## config.mk

```make
export PLATFORM = sky130hd
export DESIGN_NAME = pipeline_stall_controller
export DESIGN_NICKNAME = d
export VERILOG_FILES = /design/src/rtl/pipeline_stall_controller.sv
export SDC_FILE = /design/constraint.sdc
export NUM_CORES = 1
export LEC_CHECK = 0
export CORE_MARGIN = 10
export CORE_UTILIZATION = 50
export CTS_BUF_LIST = sky130_fd_sc_hd__clkbuf_2
export CTS_CLUSTER_DIAMETER = 40
export DETAILED_ROUTE_END_ITERATION = 16
export PLACE_DENSITY = 0.85
export SYNTH_ARGS = -nofsm -noshare
export SYNTH_HDL_FRONTEND = slang
export SYNTH_SLANG_ARGS = --single-unit
```

## constraint.sdc

```tcl
create_clock -name clock -period 2.3 [get_ports clock]
set_input_delay 0.345 -clock clock [delete_from_list [all_inputs] [get_ports clock]]
set_output_delay 0.345 -clock clock [all_outputs]
set_load 0.005 [all_outputs]
```

## src/rtl/pipeline_stall_controller.sv

```systemverilog
// rtl/pipeline_stall_controller.sv - hazard, stall and flush sequencer for the 5-stage pipeline
// Priority: memory wait > mult/div occupancy > mult/div start > taken branch > load-use > jump.

module pipeline_stall_controller #(
   parameter int unsigned MD_LATENCY  = 4,
   parameter int unsigned MEM_TIMEOUT = 255
) (
   input  logic        clock,
   input  logic        reset,
   input  logic [4:0]  id_rs,
   input  logic [4:0]  id_rt,
   input  logic        id_uses_rs,
   input  logic        id_uses_rt,
   input  logic        ex_mem_read,
   input  logic        ex_reg_write,
   input  logic [4:0]  ex_write_addr,
   input  logic        ex_branch_taken,
   input  logic        id_jump,
   input  logic        ex_md_start,
   input  logic        mem_req,
   input  logic        mem_ready,
   output logic        pc_en,
   output logic        ifid_en,
   output logic        ifid_flush,
   output logic        idex_en,
   output logic        idex_flush,
   output logic        exmem_en,
   output logic        exmem_flush,
   output logic        memwb_en,
   output logic        memwb_flush,
   output logic        md_busy,
   output logic        md_done,
   output logic        mem_err,
   output logic [31:0] stall_cycles
);

   typedef enum logic {RUN = 1'b0, MD_BUSY = 1'b1} state_t;

   localparam logic [3:0] MD_INIT = 4'(MD_LATENCY - 2);
   localparam logic [7:0] TIMEOUT = 8'(MEM_TIMEOUT);

   state_t      state_q, state_d;
   logic [3:0]  md_cnt_q, md_cnt_d;
   logic [7:0]  wait_cnt_q, wait_cnt_d;
   logic        mem_err_q, mem_err_d;
   logic [31:0] stall_q, stall_d;
   logic        mw;
   logic        lu;

   assign mw = mem_req & ~mem_ready;
   assign lu = ex_mem_read & ex_reg_write & (ex_write_addr != 5'd0) &
               ((id_uses_rs & (id_rs == ex_write_addr)) |
                (id_uses_rt & (id_rt == ex_write_addr)));

   always_ff @(posedge clock or negedge reset) begin
      if (!reset) begin
         state_q    <= RUN;
         md_cnt_q   <= 4'd0;
         wait_cnt_q <= 8'd0;
         mem_err_q  <= 1'b0;
         stall_q    <= 32'd0;
      end else begin
         state_q    <= state_d;
         md_cnt_q   <= md_cnt_d;
         wait_cnt_q <= wait_cnt_d;
         mem_err_q  <= mem_err_d;
         stall_q    <= stall_d;
      end
   end

   always_comb begin
      state_d     = state_q;
      md_cnt_d    = md_cnt_q;
      wait_cnt_d  = 8'd0;
      mem_err_d   = mem_err_q;
      pc_en       = 1'b1;
      ifid_en     = 1'b1;
      ifid_flush  = 1'b0;
      idex_en     = 1'b1;
      idex_flush  = 1'b0;
      exmem_en    = 1'b1;
      exmem_flush = 1'b0;
      memwb_en    = 1'b1;
      memwb_flush = 1'b0;
      md_busy     = (state_q == MD_BUSY);
      md_done     = 1'b0;

      if (mw) begin
         pc_en       = 1'b0;
         ifid_en     = 1'b0;
         idex_en     = 1'b0;
         exmem_en    = 1'b0;
         memwb_flush = 1'b1;
         wait_cnt_d  = (wait_cnt_q == 8'hFF) ? wait_cnt_q : wait_cnt_q + 8'd1;
         if (wait_cnt_d >= TIMEOUT) begin
            mem_err_d = 1'b1;
         end
         // The multiplier keeps running while memory stalls; only the exit waits.
         if ((state_q == MD_BUSY) && (md_cnt_q != 4'd0)) begin
            md_cnt_d = md_cnt_q - 4'd1;
         end
      end else if (state_q == MD_BUSY) begin
         pc_en   = 1'b0;
         ifid_en = 1'b0;
         idex_en = 1'b0;
         if (md_cnt_q != 4'd0) begin
            exmem_flush = 1'b1;
            md_cnt_d    = md_cnt_q - 4'd1;
         end else begin
            md_done = 1'b1;
            state_d = RUN;
         end
      end else if (ex_md_start) begin
         pc_en       = 1'b0;
         ifid_en     = 1'b0;
         idex_en     = 1'b0;
         exmem_flush = 1'b1;
         md_cnt_d    = MD_INIT;
         state_d     = MD_BUSY;
      end else if (ex_branch_taken) begin
         ifid_flush = 1'b1;
         idex_flush = 1'b1;
      end else if (lu) begin
         pc_en      = 1'b0;
         ifid_en    = 1'b0;
         idex_flush = 1'b1;
      end else if (id_jump) begin
         ifid_flush = 1'b1;
      end

      stall_d = stall_q + {31'd0, ~pc_en};

      if (!reset) begin
         pc_en       = 1'b0;
         ifid_en     = 1'b0;
         ifid_flush  = 1'b1;
         idex_en     = 1'b0;
         idex_flush  = 1'b1;
         exmem_en    = 1'b0;
         exmem_flush = 1'b1;
         memwb_en    = 1'b0;
         memwb_flush = 1'b1;
         md_busy     = 1'b0;
         md_done     = 1'b0;
      end
   end

   assign mem_err      = mem_err_q;
   assign stall_cycles = stall_q;

endmodule

```

======== Word-level counts from Yosys, hierarchy flattened ========
Cells that the tools add are included.
cells by class
  add/sub/neg operators ................... 3
  multiply operators ...................... 0
  divide/modulo/power cells ............... 0
  order comparisons ....................... 1
  eq/ne operators ......................... 5
  shift operators ......................... 0
  muxes and demuxes ....................... 45
  bitwise logic cells ..................... 9
  reduce and logical (&&, ||, !) cells .... 6
operators by type and width
  operator                                                   number
  2-to-1 mux 1 bit                                           38
  adder 32 x 1 -> 32 bit                                     1
  2-to-1 mux 4 bit                                           5
  2-to-1 mux 8 bit                                           2
  equality test 5 bit                                        2
  adder 8 x 1 -> 8 bit (second input constant)               1
  equality test 8 bit (second input constant)                1
  greater-or-equal comparator 8 bit (second input constant)  1
  AND 1 bit                                                  6
  nonzero test 5 bit                                         1
  nonzero test 4 bit                                         1
  subtractor 4 x 1 -> 4 bit (second input constant)          1
  inequality test 3 x 1 -> 1 bit (second input constant)     1
  AND reduction 3 bit                                        1
  nonzero test 3 bit                                         1
  inequality test 2 x 1 -> 1 bit (second input constant)     1
  inverter 1 bit                                             2
  AND reduction 2 bit                                        1
  logical AND 1 bit                                          1
  OR 1 bit                                                   1
word-level totals
  register bits after elaboration ......... 46
  latch bits .............................. 0
  bits in writable memories ............... 0
  memory bits (read-only) ................. 0
  input port bits ......................... 26
  output and inout bits ................... 44
  logic and storage cells ................. 74
  memories ................................ 0

======== Logic depth before layout (Yosys ltp) ========
Gate-level depths: netlist of the first run.
  depth after elaboration ................. 11
  depth in mapped cells ................... 10
  gate-level depth less buffers ........... 10

======== Worst setup path after synthesis of the first run ========
No wires, ideal clock.
  kind .................................... input to register
  start point ............................. in ex_write_addr[3]
  end point ............................... reg stall_q[22] (netlist: stall_cycles[22])
  setup time .............................. 0.123 ns
  arrival time ............................ 2.417 ns
  required time ........................... 2.177 ns
  path slack .............................. -0.240 ns
  cell stages on the path ................. 10
  buffers on the path ..................... 0
  cells stage by stage .................... xor2_1 nor4_1 a32oi_1 o31ai_1 ha_1 ha_1 inv_1 nor4_4 nand4_1 xnor2_1
on the way
  cells in the longest elaborated chain, start to end .. 11
  elaborated cells between the ends (all ways) .. 15
  classes of those cells .................. add/sub (1); eq/ne (2); mux (5); bitwise (6); reduce/logical (1)
ends and longest elaborated chain
  what                                           RTL line  RTL
  start: declaration                             16        input logic [4:0] ex_write_addr,
  equality test 5 bit, on equally long branches  52, 53
  AND 1 bit, on equally long branches            52, 53
  OR 1 bit                                       52        ((id_uses_rs & (id_rs == ex_write_addr)) |
  AND 1 bit (*)                                  51        assign lu = ex_mem_read & ex_reg_write & (ex_write_addr != 5'd0) &
  2-to-1 mux 1 bit (*)                           123       end else if (lu) begin
  2-to-1 mux 1 bit (*)                           120       end else if (ex_branch_taken) begin
  2-to-1 mux 1 bit (*)                           113       end else if (ex_md_start) begin
  2-to-1 mux 1 bit (*)                           102       end else if (state_q == MD_BUSY) begin
  2-to-1 mux 1 bit (*)                           88        if (mw) begin
  inverter 1 bit (*)                             131       stall_d = stall_q + {31'd0, ~pc_en};
  adder 32 x 1 -> 32 bit (*)                     131
  net stall_d[22]                                46        logic [31:0] stall_q, stall_d;
  end signal: assignment                         67        stall_q <= stall_d;
  end: declaration                               46
The timed path passes the listed nets; every way through them passes the cells marked *.
A chain may end at the register's enable or synchronous reset.

======== Final worst setup path of the first run ========
  start point ............................. in ex_write_addr[2]
  end point ............................... reg stall_q[12] (netlist: stall_cycles[12])
Same word-level chain as after synthesis.

==> out/qor.yml, run 1 <==
synth_compound_area_frac: 0.0827
finalSetupViolCount: 0
grt_first_pass_wirelength_microns: 10900
max-vdd-ir-drop_uv: 302
yosys.area.top_type_share: 0.461
fin_crit_ps: 2260
synth-edff-count: 0
grt_use_total: 0.158
combPwrFrac: 0.417
hpwl_microns: 5120
dieArea_sq_um: 8220
seqPwrFrac: 0.453
drt_iter0_drc: 84
swShare: 0.340
avgSynthCellArea_sq_um: 10.2
synth_common_cells: "dfrtp_1, xnor2_1, nand3_1"
drt-met1-wl_microns: 2560
drive_above_1_share: 0.249
pwr-share-clk: 0.131
first_global_vias: 2377
syn_nets: 276
synth_seq_area_share: 0.461
clock_skew_ps: 4.34
ys.flop_type: "dfrtp_1"
total_leakage_power_nw: 1.67
finalHoldViolCount: 0
nFillCells: 314
cts_root_buf: "clkbuf_2"
worstMarginPinSlew_ps: 539
synth_top_family_by_area: "simple AND/OR/NAND/NOR gates"
rsz0062_at_grt: "yes"
drc: 0
nets: 381
grt_max_degree: 37
ys_warn_count: 0
syn_to_final_growth_pct: 48.6
required_ps: 2600
muxShareOfSynthArea: 0.00852
max_freq_ghz: 0.442
die_w_microns: 90.7
clock-sinks: 46
finish.cell_count_without_fillers: 417
switchingPower_mw: 0.796
ant_nets: 0
ys_types: 44
synth_area_leaders: "dfrtp_1, xnor2_1, xor2_1"
cp_max_fo: 6
htreeDepth: 2
drv_slew: 0
slew_headroom: 0.638
gp_congestion: 0.867
synth_top_area_cell: "dfrtp_1"
worstSetupStartpointType: "input port"
syn_inst: 245
hp-class: "in2async"
via_per_inst: 5.47
core-area_sq_um: 4790
num_vias: 2283
cap_viol_max_count: 0
wl_met3_microns: 701
drt_wl_total_microns: 6800
highest_layer: "met4"
drt_first_pass_iters: 4
portBuffers: 69
grt_antenna_before_repair: 0
timing.hold.ws_ps: 467
fp.dieH_microns: 90.7
dr_wl_met2_microns: 3410
dpl.cell_count: 403
arrival_ps: 2570
numCtsBuffers: 5
synthMostInstantiatedCell: "dfrtp_1"
critical_path_class: "in2reg"
ioPinCount: 70
synth_simple_gate_area_frac: 0.236
clockBufferDepth: 2
synthArstFlopShare: 1.00
synthesis.area_sq_um: 2500
clkTransAtPathRegs_ps: 210
synth_xor_area_frac: 0.154
synth_adder_area_share: 0.0251
grt_overflow: 0
wire_per_inst_microns: 16.3
p_per_area_nw_per_um2: 631
rrSetupSlack_ps: 270
start_util: 0.522
rows: 25
status: "finished clean"
period_share: 0.985
num_antenna_cells: 0
cp-end-kind: "flop"
p_int_mw: 1.54
clock_latency_ps: 380
cts_tree: "yes"
ys_ff_latch: 46
==> layout by cell type, fill, tap and decap left out, types with 3 or more instances in the layout <==
cell type / instances
xnor2_1: 28
clkdlybuf4s50_1: 45
dfrtp_1: 46
buf_6: 6
and2_1: 5
and3_1: 5
nand4_1: 15
nor4_4: 3
nand3_1: 15
o211ai_1: 3
inv_1: 7
nor3_1: 9
a21oi_1: 11
buf_4: 33
buf_2: 8
clkdlybuf4s15_1: 4
nand2_1: 9
nor2_1: 9
clkbuf_2: 7
xor2_1: 13
dlymetal6s2s_1: 8
o21ai_0: 4
and4_1: 3
==> per-layer routing <==
layer / vias up / global-route usage
met4: 0 / 0.0716
met5: - / 0
met1: 1094 / 0.156
met2: 99 / 0.279
li1: 1076 / -
met3: 14 / 0.0707
==> per-stage QoR <==
stage          TNS (ps)  total power [mW]   util  instance area [sq um]  worst slack [ps]
4_1_cts            -117              2.27  0.749                   3590             -61.0
3_5_place_dp     -22720              1.91  0.725                   3470              -762
2_1_floorplan     -1420              1.42      -                   2510              -179
5_1_grt           -81.8              2.48  0.775                   3710             -44.4
6_report              0              2.34  0.775                   3710              35.4
3_3_place_gp     -18790              1.88  0.725                   3470              -655
==> critical path: stages <==
cell and delay, ps:
buf_6 100, buf_6 110, or4_4 530, o211ai_1 260, buf_4 150, buf_4 110
o31ai_4 70, ha_2 220, ha_4 170, inv_4 60, nor4_4 40, buf_4 160
buf_6 110, xor2_1 130
==> area by class of cell <==
type | count | area (sq um) | share of cell area
clock inverters | 2 | 10.0 | 0.00270
flip-flops and latches | 46 | 1150 | 0.310
multi-input cells | 180 | 1430 | 0.386
clock buffers | 5 | 25.0 | 0.00675
inverters | 10 | 40.0 | 0.0108
repair buffers | 107 | 966 | 0.260
well taps | 67 | 83.8 | 0.0226
==> flip-flops by register name, indices dropped and copies added (netlist names) <==
signal and flops:
md_cnt_q 4, mem_err 1, stall_cycles 32, state_q 1
wait_cnt_q 8
==> kinds of logic after synthesis <==
| group | Yosys count |
|---|---|
| flip-flops | 46 |
| AND/OR/NAND/NOR | 97 |
| multiplexers | 2 |
| XOR/XNOR | 44 |
| AO/OA/AOI/OAI | 32 |
| adder cells (fa/ha/maj) | 5 |
| buffers and inverters | 19 |
==> path summary, 6_finish.rpt <==
kind / from / end / cells past startpoint
setup / recovery: ex_write_addr[2] / stall_cycles[12] / 14
hold / removal: reset / stall_cycles[3] / 3
setup reg to reg: state_q / stall_cycles[12] / 9
hold reg to reg: stall_cycles[31] / stall_cycles[31] / 1
max in group asynchronous: reset / stall_cycles[29] / 4
min in group clock: stall_cycles[31] / stall_cycles[31] / 1
==> power by group through the flow <==
stage	clock, mW	combinational, mW	sequential (mW)
after global placement	0	0.822	1.06
final	0.305	0.975	1.06
after global routing	0.345	1.06	1.08
after floorplan	0	0.365	1.06
after detailed placement	0	0.851	1.06
after CTS	0.314	0.900	1.05
==> repair_timing <==
item / in CTS / in global routing
cloned: 1 / 0
endpoints found under the setup margin: 35 / 30
resized for setup: 62 / 35
buffers inserted: 5 / 2
hold buffers: 1 / 0
pin swaps: 11 / 5
hold endpoints to repair: 10 / 0
Note: power is estimated with default switching activity, not from simulation.
==> inputs of run 2 (changes only) <==
- CORE_UTILIZATION: 50 -> 38
- PLACE_DENSITY: 0.85 -> 0.68
==> out/qor.yml, run 2 (synthesis results as in run 1) <==
rr_worst_depth: 9  # unchanged
finish.cell_count_without_fillers: 429  # +2.9%
grt_use_total: 0.124  # -0.0341
hp-class: "in2async"
r2r-start: "state_q"
via_per_inst: 5.18  # -5.3%
cp_max_fo: 4  # -2
status: "finished with violations"
cts_tree: "yes"
p_per_area_nw_per_um2: 674  # +6.9%
grt_overflow: 0  # unchanged
hpwl_microns: 5010  # -2.1%
syn_to_final_growth_pct: 47.2
drc: 0  # unchanged
rrSetupSlack_ps: 350  # +80 ps
gp_congestion: 0.842  # -2.9%
required_ps: 2620  # +20 ps
fin_crit_ps: 2310  # +46.0 ps
largest_reg_flops: 32  # unchanged
clockBufferDepth: 2  # unchanged
max_freq_ghz: 0.433  # -2.0%
finalPower_mw: 2.48  # +5.9%
nFillCells: 547  # +74%
numCtsBuffers: 5  # unchanged
slew_headroom: 0.652  # +0.0139
max-vdd-ir-drop_uv: 313  # +3.7%
fp.dieH_microns: 101  # +11%
ant_nets: 0  # unchanged
arrival_ps: 2630  # +60 ps
cp-end-kind: "flop"
final_cell_area_sq_um: 3670  # -0.91%
r2r-end: "stall_cycles[26]"
wire_per_inst_microns: 15.1  # -7.3%
total_leakage_power_nw: 1.66  # -0.54%
clock_latency_ps: 410  # +30 ps
period_share: 1.00  # +0.0200
violations: "setup timing"
cap_viol_max_count: 0  # unchanged
worstMarginPinSlew_ps: 522  # -16.8 ps
dieArea_sq_um: 10200  # +24%
clkTransAtPathRegs_ps: 210  # about the same
grt_max_degree: 42  # +14%
dpl.cell_count: 410  # +1.7%
cts_root_buf: "clkbuf_2"
nets: 381  # unchanged
worstSetupStartpointType: "input port"
most-common-layout-cells: "clkdlybuf4s50_1, dfrtp_1, buf_4, xnor2_1, nand3_1"
grt_antenna_before_repair: 1  # +1
grt_first_pass_wirelength_microns: 10500  # -3.6%
timing.hold.ws_ps: 386  # -80.8 ps
clock-sinks: 46  # unchanged
finalHoldViolCount: 0  # unchanged
rsz0062_at_grt: "yes"
clock_skew_ps: 36.2  # +31.8 ps
first_global_vias: 2258  # -5.0%
core-area_sq_um: 6350  # +33%
ioPinCount: 70  # unchanged
setup_ws_ps: -10.6  # -46.0 ps
drt_iter0_drc: 42  # -50%
rows: 29  # +16%
htreeDepth: 2  # unchanged
drt_wl_total_microns: 6490  # -4.6%
dpl_cell_area_sq_um: 3460  # -0.29%
num_vias: 2224  # -2.6%
portBuffers: 69  # unchanged
start_util: 0.393  # -0.128
drv_slew: 0  # unchanged
drt_first_pass_iters: 4  # unchanged
die_w_microns: 101  # +11%
finalSetupViolCount: 3  # +3
critical_path_class: "in2reg"
drive_above_1_share: 0.254  # +0.00499
[run 2: critical path, cell delays in order]
cell and delay [ps]:
clkdlybuf4s50_1 460, o211ai_1 110, buf_4 150, buf_4 120, o31ai_2 230, ha_2 250, ha_4 150, inv_4 40
nor4_4 300, buf_4 180, nand4_1 90, xnor2_1 200
[run 2: area by class of cell]
cell class,instances,area [sq um],share of cell area
clock inverter,2,37.5,0.0102
clock buffer,6,30.0,0.00817
timing repair buffer,107,922,0.251
sequential,46,1150,0.313
inverter,10,40.0,0.0109
tap,77,96.3,0.0262
multi-input combinational,180,1400,0.380
antenna,1,2.50,0.000681
[run 2: worst max-delay path by stage]
stage / from / to / slack, ps
6_report: ex_mem_read / stall_cycles[26] / -10
4_1_cts: ex_write_addr[2] / stall_cycles[30] / 0.3
3_5_place_dp: ex_write_addr[0] / stall_cycles[21] / -1000
2_1_floorplan: ex_write_addr[0] / stall_cycles[22] / -180
3_3_place_gp: ex_write_addr[2] / stall_cycles[19] / -890
5_1_grt: ex_write_addr[0] / stall_cycles[30] / -180
[run 2: power by group]
part / switching [mW] / total (mW) / leakage (nW) / internal [mW]
logic: 0.393 / 0.971 / 1.01 / 0.578
clock network: 0.258 / 0.446 / 0.0392 / 0.188
registers: 0.143 / 1.06 / 0.608 / 0.917
total: 0.794 / 2.48 / 1.66 / 1.68
[run 2: timing repair]
item | 4_1_cts | 5_1_grt
hold endpoints to repair | 5 | 0
endpoints found under the setup margin | 34 | 33
pin swaps | 11 | 26
setup buffers | 3 | 6
resized for setup | 49 | 46
gates cloned | 0 | 0
hold buffers | 1 | 0
[run 2: per-layer routing]
metal / share of wire / vias up / wire (microns) / GRT usage
li1: - / 1092 / - / -
met4: 0.0071 / 0 / 46 / 0.0289
met3: 0.12 / 6 / 798 / 0.0720
met5: 0 / - / 0 / 0
met1: 0.41 / 1047 / 2640 / 0.137
met2: 0.46 / 79 / 3000 / 0.202
[run 2: stage by stage]
step / util / setup WS [ps] / TNS [ps]
floorplan: - / -179 / -1420
global placement: 0.545 / -888 / -23600
detailed placement: 0.545 / -1000 / -26560
CTS: 0.559 / 0.311 / 0
global route: 0.578 / -183 / -1140
finish: 0.579 / -10.6 / -22.4
